**src/rtl/fetch_queue_pkg.sv**
```systemverilog
// Shared types for the instruction fetch queue: the instruction word and
// the queue's control-state encoding.
package Types;

  typedef logic [31:0] word;

  typedef enum logic [1:0] {
    FETCH = 2'd0,
    DRAIN = 2'd1,
    DONE  = 2'd2
  } fq_state_e;

endpackage

```
**src/rtl/fetch_queue.sv**
```systemverilog
// Dual-issue instruction fetch queue: requests bundles from ROM, buffers them
// in a circular FIFO and presents up to two program-ordered words to decode.
module fetch_queue
  import Types::*;
#(
  parameter int DEPTH = 8
) (
  input  logic                     i_clk,
  input  logic                     i_rst_n,
  output logic                     o_fetch_en,
  input  word                      i_insts [0:1],
  output word                      o_insts [0:1],
  output logic [1:0]               o_valid,
  input  logic                     i_deq_ready,
  output logic [$clog2(DEPTH):0]   o_count,
  output logic                     o_done
);

  localparam int AW = $clog2(DEPTH);
  localparam int CW = AW + 1;

  word             mem_reg [DEPTH];
  logic [AW-1:0]   head_reg, head_next;
  logic [AW-1:0]   tail_reg, tail_next;
  logic [AW-1:0]   head_p1, tail_p1;
  logic [CW-1:0]   count_reg, count_next;
  logic            inflight_reg;
  fq_state_e       state_reg, state_next;

  logic            sample;
  logic            eof;
  logic            room;
  logic            fetch_en;
  logic [1:0]      enq_n;
  logic [1:0]      deq_n;

  assign head_p1 = head_reg + AW'(1);
  assign tail_p1 = tail_reg + AW'(1);

  // ROM data is only meaningful the cycle after a request, and only while
  // the program has not yet ended.
  assign sample = inflight_reg && (state_reg == FETCH);
  assign eof    = sample && ((i_insts[0] == '0) || (i_insts[1] == '0));

  always_comb begin
    enq_n = 2'd0;
    if (sample && (i_insts[0] != '0)) begin
      enq_n = (i_insts[1] != '0) ? 2'd2 : 2'd1;
    end
  end

  assign deq_n = !i_deq_ready          ? 2'd0 :
                 (count_reg >= CW'(2)) ? 2'd2 : {1'b0, count_reg[0]};

  // Reserve space for the bundle already in flight plus the one requested now.
  assign room = (int'(count_reg) + (inflight_reg ? 2 : 0) + 2) <= DEPTH;

  // Suppressing the request on the end-of-program sample means no bundle
  // can still be outstanding once the queue is draining.
  assign fetch_en   = (state_reg == FETCH) && room && !eof;
  assign o_fetch_en = fetch_en && i_rst_n;

  assign head_next  = head_reg + AW'(deq_n);
  assign tail_next  = tail_reg + AW'(enq_n);
  assign count_next = count_reg + CW'(enq_n) - CW'(deq_n);

  always_comb begin
    state_next = state_reg;
    case (state_reg)
      FETCH:   if (eof) state_next = DRAIN;
      DRAIN:   if (count_reg == '0) state_next = DONE;
      default: state_next = DONE;
    endcase
  end

  always_ff @(posedge i_clk or negedge i_rst_n) begin
    if (!i_rst_n) begin
      head_reg     <= '0;
      tail_reg     <= '0;
      count_reg    <= '0;
      inflight_reg <= 1'b0;
      state_reg    <= FETCH;
    end else begin
      head_reg     <= head_next;
      tail_reg     <= tail_next;
      count_reg    <= count_next;
      inflight_reg <= fetch_en;
      state_reg    <= state_next;
    end
  end

  // Storage carries no reset; validity comes solely from count_reg.
  always_ff @(posedge i_clk) begin
    if (enq_n != 2'd0) mem_reg[tail_reg] <= i_insts[0];
    if (enq_n == 2'd2) mem_reg[tail_p1]  <= i_insts[1];
  end

  assign o_valid[0] = (count_reg >= CW'(1));
  assign o_valid[1] = (count_reg >= CW'(2));
  assign o_insts[0] = o_valid[0] ? mem_reg[head_reg] : '0;
  assign o_insts[1] = o_valid[1] ? mem_reg[head_p1]  : '0;
  assign o_count    = count_reg;
  assign o_done     = (state_reg == DONE);

  a_no_overflow: assert property (@(posedge i_clk) disable iff (!i_rst_n)
    count_reg <= CW'(DEPTH));

endmodule

```
**config.mk**
```make
export PLATFORM = sky130hd
export DESIGN_NAME = fetch_queue
export DESIGN_NICKNAME = d
export VERILOG_FILES = /design/src/rtl/fetch_queue_pkg.sv /design/src/rtl/fetch_queue.sv
export SDC_FILE = /design/constraint.sdc
export NUM_CORES = 1
export LEC_CHECK = 0
export CORE_MARGIN = 2
export CORE_UTILIZATION = 60
export DETAILED_ROUTE_END_ITERATION = 10
export PLACE_DENSITY_LB_ADDON = 0.12
export SYNTH_ARGS = -nofsm -noshare
export SYNTH_HDL_FRONTEND = slang
export SYNTH_SLANG_ARGS = --single-unit
```
**constraint.sdc**
```tcl
create_clock -name i_clk -period 5.07 [get_ports i_clk]
set_input_delay 1.014 -clock i_clk [delete_from_list [all_inputs] [get_ports i_clk]]
set_output_delay 1.014 -clock i_clk [all_outputs]
set_load 0.02 [all_outputs]
```
# After elaboration in Yosys (flattened, before gate mapping)
# Memories as Yosys holds them, arrays and structs flattened.
# Cells that the tools add are included.
dict set report word_totals {
  register_bits 13
  ramBits 256
  word_cells 52
  mem_count 1
}
dict set report op_classes {
  n_addsub 8
  order_cmp 3
  n_eq_ne 5
  n_mux 14
  n_reduce_logical 16
}
# name depth width read_ports rd_clocked_by_memory_dff wr line
set memory_table {}
lappend memory_table {mem_reg 8 32 2 0 2 fetch_queue.sv:22} ;# word mem_reg [DEPTH];
# cell count
set op_table {}
lappend op_table {{$logic_not A32 Y1} 2}
lappend op_table {{$mux W32} 2}
lappend op_table {{$reduce_bool A32 Y1} 2}
lappend op_table {{$mux W2} 7}
lappend op_table {{$add A3 B1 Y3 const B} 2}
lappend op_table {{$add A3 B2 Y3} 2}
lappend op_table {{$add A5 B2 Y6 const B} 1}
lappend op_table {{$le A6 B4 Y1 const B} 1}
lappend op_table {{$logic_and A1 B1 Y1} 6}
lappend op_table {{$add A4 B2 Y5} 1}
lappend op_table {{$add A4 B2 Y4} 1}
lappend op_table {{$eq A2 B2 Y1 const B} 2}
lappend op_table {{$ge A4 B1 Y1 const B} 1}
lappend op_table {{$ge A4 B2 Y1 const B} 1}
lappend op_table {{$logic_not A4 Y1} 1}
lappend op_table {{$mux W1} 4}
lappend op_table {{$ne A2 B2 Y1 const B} 2}
lappend op_table {{$pmux W2 S2} 1}
lappend op_table {{$sub A4 B2 Y4} 1}
lappend op_table {{$eq A2 B1 Y1 const B} 1}
lappend op_table {{$logic_not A2 Y1} 1}
lappend op_table {{$reduce_and A2 Y1} 1}
lappend op_table {{$reduce_bool A2 Y1} 1}
lappend op_table {{$logic_not A1 Y1} 1}
lappend op_table {{$logic_or A1 B1 Y1} 1}

# Depth between registers and ports, before layout
# Gate-level depths: netlist of the first run.
dict set report depth {
  ltp_word 7
  depth_mapped 13
  mapped_depth_nobuf 11
}

# Worst setup path before layout of the first run
# No wires, ideal clock.
dict set report synth_path {
  kind {input to register}
  startpoint {input port i_insts[51] (netlist bit)}
  endpoint {memory mem_reg[5][0] (netlist bit), enable pin}
  setup_ns 0.432
  arrival_ns 3.570
  path_slack_ns 1.068
  cell_stages 6
  path_buffers 2
  cell_sequence {clkbuf_1 -> nor4_1 -> nand4_1 -> o211ai_4 -> clkbuf_1 -> a21oi_1}
}
# item line
set synth_lines {}
lappend synth_lines {{start: declaration} fetch_queue.sv:11} ;# input word i_insts [0:1],
lappend synth_lines {{end: declaration} fetch_queue.sv:22}

# Worst setup path in the final report of the first run
dict set report layout_path {
  startpoint {input port i_insts[44] (netlist bit)}
  endpoint {output port o_fetch_en}
}
dict set report layout_via {
  elab_chain_cells 6
}
# item line
set layout_lines {}
lappend layout_lines {{$logic_not A32 Y1} fetch_queue.sv:43} ;# assign eof = sample && ((i_insts[0] == '0) || (i_insts[1] == '0));
lappend layout_lines {{$logic_or A1 B1 Y1} fetch_queue.sv:43}
lappend layout_lines {{$logic_and A1 B1 Y1} fetch_queue.sv:43}
lappend layout_lines {{$logic_not A1 Y1} fetch_queue.sv:60} ;# assign fetch_en = (state_reg == FETCH) && room && !eof;
lappend layout_lines {{$logic_and A1 B1 Y1} fetch_queue.sv:60}
lappend layout_lines {{$logic_and A1 B1 Y1} fetch_queue.sv:61} ;# assign o_fetch_en = fetch_en && i_rst_n;
lappend layout_lines {{end: declaration} fetch_queue.sv:10} ;# output logic o_fetch_en,
# Every way passes these cells.

==> impl_metrics.env, run 1 <==
export IMPL_final_util_pct=72.2
export IMPL_setup_tns_final_ns=0
export IMPL_grt_busiest_layer="met2"
export IMPL_worst_pin_slew_ns=1.24
export IMPL_critPathLaunchType="input pin"
export IMPL_dpl_cell_area_mm2=0.0191
export IMPL_nets=1261
export IMPL_drv_cap=0
export IMPL_ys_seq_area_share_pct=47.1
export IMPL_drt_total_wl_um=45100
export IMPL_antenna_found_initial=1
export IMPL_hold_buffers=0
export IMPL_ctsResizeCount=0
export IMPL_grt_met1_usage_pct=42.3
export IMPL_grt_first_pass_wirelength_um=65900
export IMPL_fillers=1772
export IMPL_min_to="state_reg[1]$_DFFE_PN0P_"
export IMPL_cts_buffers=30
export IMPL_synth_area_per_cell_um2=16.7
export IMPL_crit_top_cell="clkdlybuf4s50_1"
export IMPL_timing_fmax_ghz=0.207
export IMPL_seqCellArea_mm2=0.00802
export IMPL_grt_max_degree=130
export IMPL_startpoint="i_insts[44]"
export IMPL_maxSlewHeadroom_pct=17.4
export IMPL_synth_compound_area_share_pct=1.80
export IMPL_drive_above_1_share_pct=43.6
export IMPL_status="completed"
export IMPL_clock_sinks=269
export IMPL_holdPathStages=1
export IMPL_hold_viol=0
export IMPL_dp_slack_ns=0.297
export IMPL_ant_nets=0
export IMPL_grt_use_met2_pct=50.9
export IMPL_first_global_vias=10534
export IMPL_row_count=61
export IMPL_place_congestion=0.810
export IMPL_synth_edff_count=256
export IMPL_critPathMaxFanout=9
export IMPL_worstPathArrival_ns=3.82
export IMPL_ys_warn_count=0
export IMPL_finalCritPeriodShare_pct=95.3
export IMPL_timing_rr_end="mem_reg[0][31]$_DFFE_PP_"
export IMPL_vdd_ir_drop_max_mv=0.298
export IMPL_crit_chain="clkdlybuf4s50_1, nor4_1, nand4_1, nor2_1, o21ai_0, o2111a_1, clkdlybuf4s50_1"
export IMPL_ys_types=42
export IMPL_ys_flop_type="edfxtp_1"
export IMPL_ios=139
export IMPL_syn_inst=1019
export IMPL_die_w_um=172
export IMPL_p_leak_nw=7.13
export IMPL_num_vias=10346
export IMPL_rrSetupSlack_ns=1.42
export IMPL_worstSetupPathType="input pin to output port"
export IMPL_dieArea_mm2=0.0297
export IMPL_hold_ws_ns=0.519
export IMPL_cts_setup_buffers=0
export IMPL_clk_pin_slew_ns=0.06
export IMPL_synth_mux_area_share_pct=41.1
export IMPL_worstHoldStart="state_reg[1]$_DFFE_PN0P_"
export IMPL_dpl_hpwl_um=27700
export IMPL_synthAdderAreaFrac_pct=1.50
export IMPL_syn_num_nets=1104
export IMPL_post_drt_via_cell_ratio=6.56
export IMPL_track_usage_pct=30.9
export IMPL_skew_ns=0.00886
export IMPL_avgRoutedWirePerCell_um=28.6
export IMPL_drc=0
export IMPL_design_area_mm2=0.0201
export IMPL_cts_root_buf="clkbuf_16"
export IMPL_gr_usage_met3_pct=5.42
export IMPL_initial_core_util_pct=61.1
export IMPL_layout_common_cells="edfxtp_1 (256), mux2_4 (240), clkdlybuf4s50_1 (138)"
export IMPL_largest_reg_flops=256
export IMPL_report_final_slew_viol_count=0
export IMPL_max_stage_delay_ns=0.70
export IMPL_layout_min_cycle_time_ns=4.83
export IMPL_synthSimpleGateAreaFrac_pct=4.83
export IMPL_clk_path_buf_depth=3
export IMPL_clk_insertion_delay_late_ns=0.55
export IMPL_r2r_start="tail_reg[0]$_DFF_PN0_"
export IMPL_syn_area_mm2=0.0170
export IMPL_hold_path_class="flip-flop to flip-flop"
export IMPL_core_mm2=0.0279
export IMPL_synth_top_family_by_area="multiplexers"
export IMPL_die_h_um=172
export IMPL_first_iter_violations=1057
export IMPL_yosys_register_bits=269
export IMPL_powerDensity_mw_per_mm2=486
export IMPL_diodes=0
export IMPL_slowest_stage="nor4_1"
export IMPL_rsz0062_at_grt="false"
export IMPL_htree_num_levels=1
export IMPL_layout_commonest_cell="edfxtp_1"
export IMPL_setup_ws_ns=0.237
export IMPL_synth_xor_area_share_pct=0.412
export IMPL_reg2reg_depth=7
export IMPL_multi_input_area_mm2=0.00855
export IMPL_io_buffers=138
export IMPL_postSynth_asyncResetShare_pct=4.83
export IMPL_critPathCaptureType="output port"
export IMPL_syn_to_final_growth_pct=18.2
export IMPL_gr_total_overflow=0
export IMPL_setup_violations_final=0
export IMPL_dr_pass1_iters=5
export IMPL_required_ns=4.06
export IMPL_cts_tree="built"
-- worst max path at each step --
| stage | end | slack, ns | cells past startpoint |
|---|---|---|---|
| after floorplan | mem_reg[5][0]$_DFFE_PP_ | 1.07 | 6 |
| after global placement | o_fetch_en | 0.31 | 7 |
| after detailed placement | o_fetch_en | 0.30 | 7 |
| after CTS | o_fetch_en | 0.28 | 7 |
| after global routing | o_fetch_en | 0.18 | 7 |
| final | o_fetch_en | 0.24 | 7 |
-- Yosys cell counts, drive strengths merged (6+ instances only) --
library cell / n / share of area [%]
buf: 36 / 1.9
nor2: 46 / 1.1
inv: 16 / 0.35
mux2: 256 / 22
mux2i: 32 / 1.9
a21oi: 37 / 1.1
mux4: 128 / 17
nand2: 70 / 1.5
nor4: 19 / 0.88
dfrtp: 13 / 1.9
edfxtp: 256 / 45
ha: 14 / 1.0
clkbuf: 46 / 1.0
xor2: 6 / 0.31
-- layer usage --
metal  routed length, um  up-vias  share of wire, %
met5                  13        -             0.029
met4                1190        2               2.6
met3                3980       86               8.8
met2               22100      518                49
met1               17900     5345                40
li1                    -     4395                 -
-- power breakdown --
part	leakage, nW	internal, mW	total, mW	switching (mW)
combinational	4.17	2.11	4.54	2.44
sequential	2.47	2.79	3.00	0.210
clock	0.490	1.36	2.22	0.864
-- cell type report --
cell class / instances / area share (%)
repair buffers: 207 / 9.94
inverters: 16 / 0.299
well taps: 378 / 2.35
clock inverters: 17 / 1.00
multi-input cells: 652 / 42.5
clock buffers: 37 / 3.97
flip-flops and latches: 269 / 39.9
-- per-stage QoR --
step / power, mW / instances
2_1_floorplan: 5.72 / 1019
3_3_place_gp: 7.51 / 1522
3_5_place_dp: 7.57 / 1522
4_1_cts: 9.79 / 1576
5_1_grt: 10.2 / 1576
6_report: 9.76 / 1576
-- cells by family (layout without fill, tap and decap cells) --
| group | Yosys count | count (layout) |
|---|---|---|
| compound gates | 50 | 50 |
| xor+xnor | 8 | 8 |
| fa+ha+maj | 18 | 18 |
| buf+inv | 98 | 277 |
| flops | 269 | 269 |
| mux | 416 | 416 |
| simple gates | 160 | 160 |
-- critical path, delay by kind of cell --
family,cells,cell delay (ns)
simple gates,3,1.25
buf+inv,2,1.11
compound gates,2,0.44
Power figures use the tool's default switching activity.
==> run 2: changes to the inputs <==
--- a/config.mk
+++ b/config.mk
@@ -12,3 +12,4 @@
 export SYNTH_ARGS = -nofsm -noshare
 export SYNTH_HDL_FRONTEND = slang
 export SYNTH_SLANG_ARGS = --single-unit
+export TNS_END_PERCENT = 100
==> results of run 2 <==
No change in the layout: final DEF, timing and power equal those of run 1.
==> run 3: changes to the inputs <==
--- a/config.mk
+++ b/config.mk
@@ -5,8 +5,9 @@
 export SDC_FILE = /design/constraint.sdc
 export NUM_CORES = 1
 export LEC_CHECK = 0
+export CAP_MARGIN = 0
 export CORE_MARGIN = 2
-export CORE_UTILIZATION = 60
+export CORE_UTILIZATION = 30
 export DETAILED_ROUTE_END_ITERATION = 10
 export PLACE_DENSITY_LB_ADDON = 0.12
 export SYNTH_ARGS = -nofsm -noshare
==> impl_metrics.env, run 3 (synthesis gave the netlist of run 1 again) <==
export IMPL_drc=0
export IMPL_fillers=5354
export IMPL_clk_pin_slew_ns=0.05
export IMPL_worstPathArrival_ns=3.93
export IMPL_ant_nets=0
export IMPL_stdcell_count=1990
export IMPL_finalPower_mw=10.2
export IMPL_clk_path_buf_depth=3
export IMPL_slowest_stage="nor4_1"
export IMPL_reg2reg_depth=6
export IMPL_drt_total_wl_um=55100
export IMPL_status="completed"
export IMPL_seqPwrFrac_pct=29.4
export IMPL_worstSetupPathType="input pin to output port"
export IMPL_worst_pin_slew_ns=1.06
export IMPL_cts_buffers=34
export IMPL_critPathMaxFanout=9
export IMPL_num_vias=10162
export IMPL_crit_chain="clkdlybuf4s50_1, nor4_1, nand4_1, buf_4, nor2_1, o21ai_0, buf_4, o2111a_1, clkdlybuf4s50_1"
export IMPL_diodes=0
export IMPL_initial_core_util_pct=30.3
export IMPL_switchingPower_mw=3.81
export IMPL_io_buffers=138
export IMPL_vdd_ir_drop_max_mv=0.282
export IMPL_layout_common_cells="edfxtp_1 (256), mux2_4 (240), clkdlybuf4s50_1 (138)"
export IMPL_r2r_start="tail_reg[0]$_DFF_PN0_"
export IMPL_drv_cap=0
export IMPL_maxSlewHeadroom_pct=29.3
export IMPL_worstHoldStart="state_reg[1]$_DFFE_PN0P_"
export IMPL_rsz0062_at_grt="false"
export IMPL_clk_insertion_delay_late_ns=0.54
export IMPL_layout_min_cycle_time_ns=4.94
export IMPL_htree_num_levels=2
export IMPL_core_mm2=0.0562
export IMPL_max_stage_delay_ns=0.65
export IMPL_die_w_um=242
export IMPL_hold_buffers=0
export IMPL_seqCellArea_mm2=0.00802
export IMPL_report_final_slew_viol_count=0
export IMPL_clock_sinks=269
export IMPL_swShare_pct=37.5
export IMPL_dpl_cell_area_mm2=0.0199
export IMPL_hold_path_class="flip-flop to flip-flop"
export IMPL_internal_power_mw=6.35
export IMPL_critPathCaptureType="output port"
export IMPL_ios=139
export IMPL_cts_root_buf="clkbuf_16"
export IMPL_startpoint="i_insts[54]"
export IMPL_layout_commonest_cell="edfxtp_1"
export IMPL_dieArea_mm2=0.0586
export IMPL_post_drt_via_cell_ratio=5.11
export IMPL_cts_tree="built"
export IMPL_combPwrFrac_pct=47.2
export IMPL_powerDensity_mw_per_mm2=484
export IMPL_design_area_mm2=0.0210
export IMPL_power_share_clock_pct=23.4
export IMPL_dpl_hpwl_um=34500
export IMPL_multi_input_area_mm2=0.00857
export IMPL_dr_pass1_iters=5
export IMPL_first_iter_violations=711
export IMPL_place_congestion=0.735
export IMPL_required_ns=4.06
export IMPL_avgRoutedWirePerCell_um=27.7
export IMPL_grt_max_degree=130
export IMPL_hold_ws_ns=0.513
export IMPL_first_global_vias=10893
export IMPL_critPathLaunchType="input pin"
export IMPL_dpl_cell_count=1931
export IMPL_drive_above_1_share_pct=45.4
export IMPL_antenna_found_initial=0
export IMPL_final_util_pct=37.4
export IMPL_largest_reg_flops=256
export IMPL_holdPathStages=1
export IMPL_gr_total_overflow=0
export IMPL_setup_violations_final=0
export IMPL_p_leak_nw=7.35
export IMPL_grt_first_pass_wirelength_um=78400
export IMPL_die_h_um=242
export IMPL_hold_viol=0
export IMPL_nets=1296
export IMPL_skew_ns=0.0210
export IMPL_syn_to_final_growth_pct=23.6
export IMPL_track_usage_pct=18.7
export IMPL_row_count=87
export IMPL_cts_setup_buffers=0
export IMPL_timing_fmax_ghz=0.202
export IMPL_finalCritPeriodShare_pct=97.5
-- run 3: changes by cell type in the layout (fill, tap and decap cells not counted), sizes merged --
cell,previous run,this run
buf,69,100
bufinv,5,2
clkbuf,37,44
clkinvlp,0,1
-- run 3: final timing paths --
kind / end / slack [ns]
min in group asynchronous: tail_reg[1]$_DFF_PN0_ / 0.79
min: state_reg[1]$_DFFE_PN0P_ / 0.51
min reg2reg: state_reg[1]$_DFFE_PN0P_ / 0.51
max: o_fetch_en / 0.13
max reg2reg: mem_reg[1][0]$_DFFE_PP_ / 1.65
max in group asynchronous: head_reg[0]$_DFF_PN0_ / 4.08
-- run 3: critical path, delay by kind of cell --
kind / cells / cell delay, ns
buffers and inverters: 4 / 1.60
AO/OA/AOI/OAI: 2 / 0.28
AND/OR/NAND/NOR: 3 / 1.02
-- run 3: cell type report --
cell class	instances	share of cell area (%)
inverters	16	0.286
clock buffers	44	4.42
flip-flops and latches	269	38.2
clock inverters	15	0.685
multi-input cells	652	40.8
repair buffers	238	11.2
well taps	756	4.50
-- run 3: per-stage QoR --
| stage | setup slack, ns | TNS (ns) |
|---|---|---|
| after floorplan | 1.07 | 0 |
| after global placement | -0.0394 | -0.0394 |
| after detailed placement | 0.0337 | 0 |
| after CTS | 0.0245 | 0 |
| after global routing | 0.0281 | 0 |
| final | 0.128 | 0 |
-- run 3: timing repair --
action / CTS / global route
hold endpoints to repair: 0 / 0
setup endpoints to repair: 0 / 1
gates resized for setup: 0 / 1
-- run 3: power by group through the flow --
stage	sequential (mW)	clock (mW)	combinational, mW
2_1_floorplan	2.94	0	2.78
4_1_cts	2.99	2.45	4.89
6_report	2.99	2.38	4.79
5_1_grt	3.02	2.53	5.10
3_3_place_gp	3.03	0	4.87
3_5_place_dp	3.04	0	4.87
-- run 3: layer usage --
metal | wire length (um) | global-route usage (%) | vias to the layer above
met5 | 0 | 0 | -
li1 | - | - | 4466
met2 | 27600 | 32.4 | 212
met1 | 24800 | 25.0 | 5437
met3 | 1740 | 2.54 | 47
met4 | 882 | 3.69 | 0
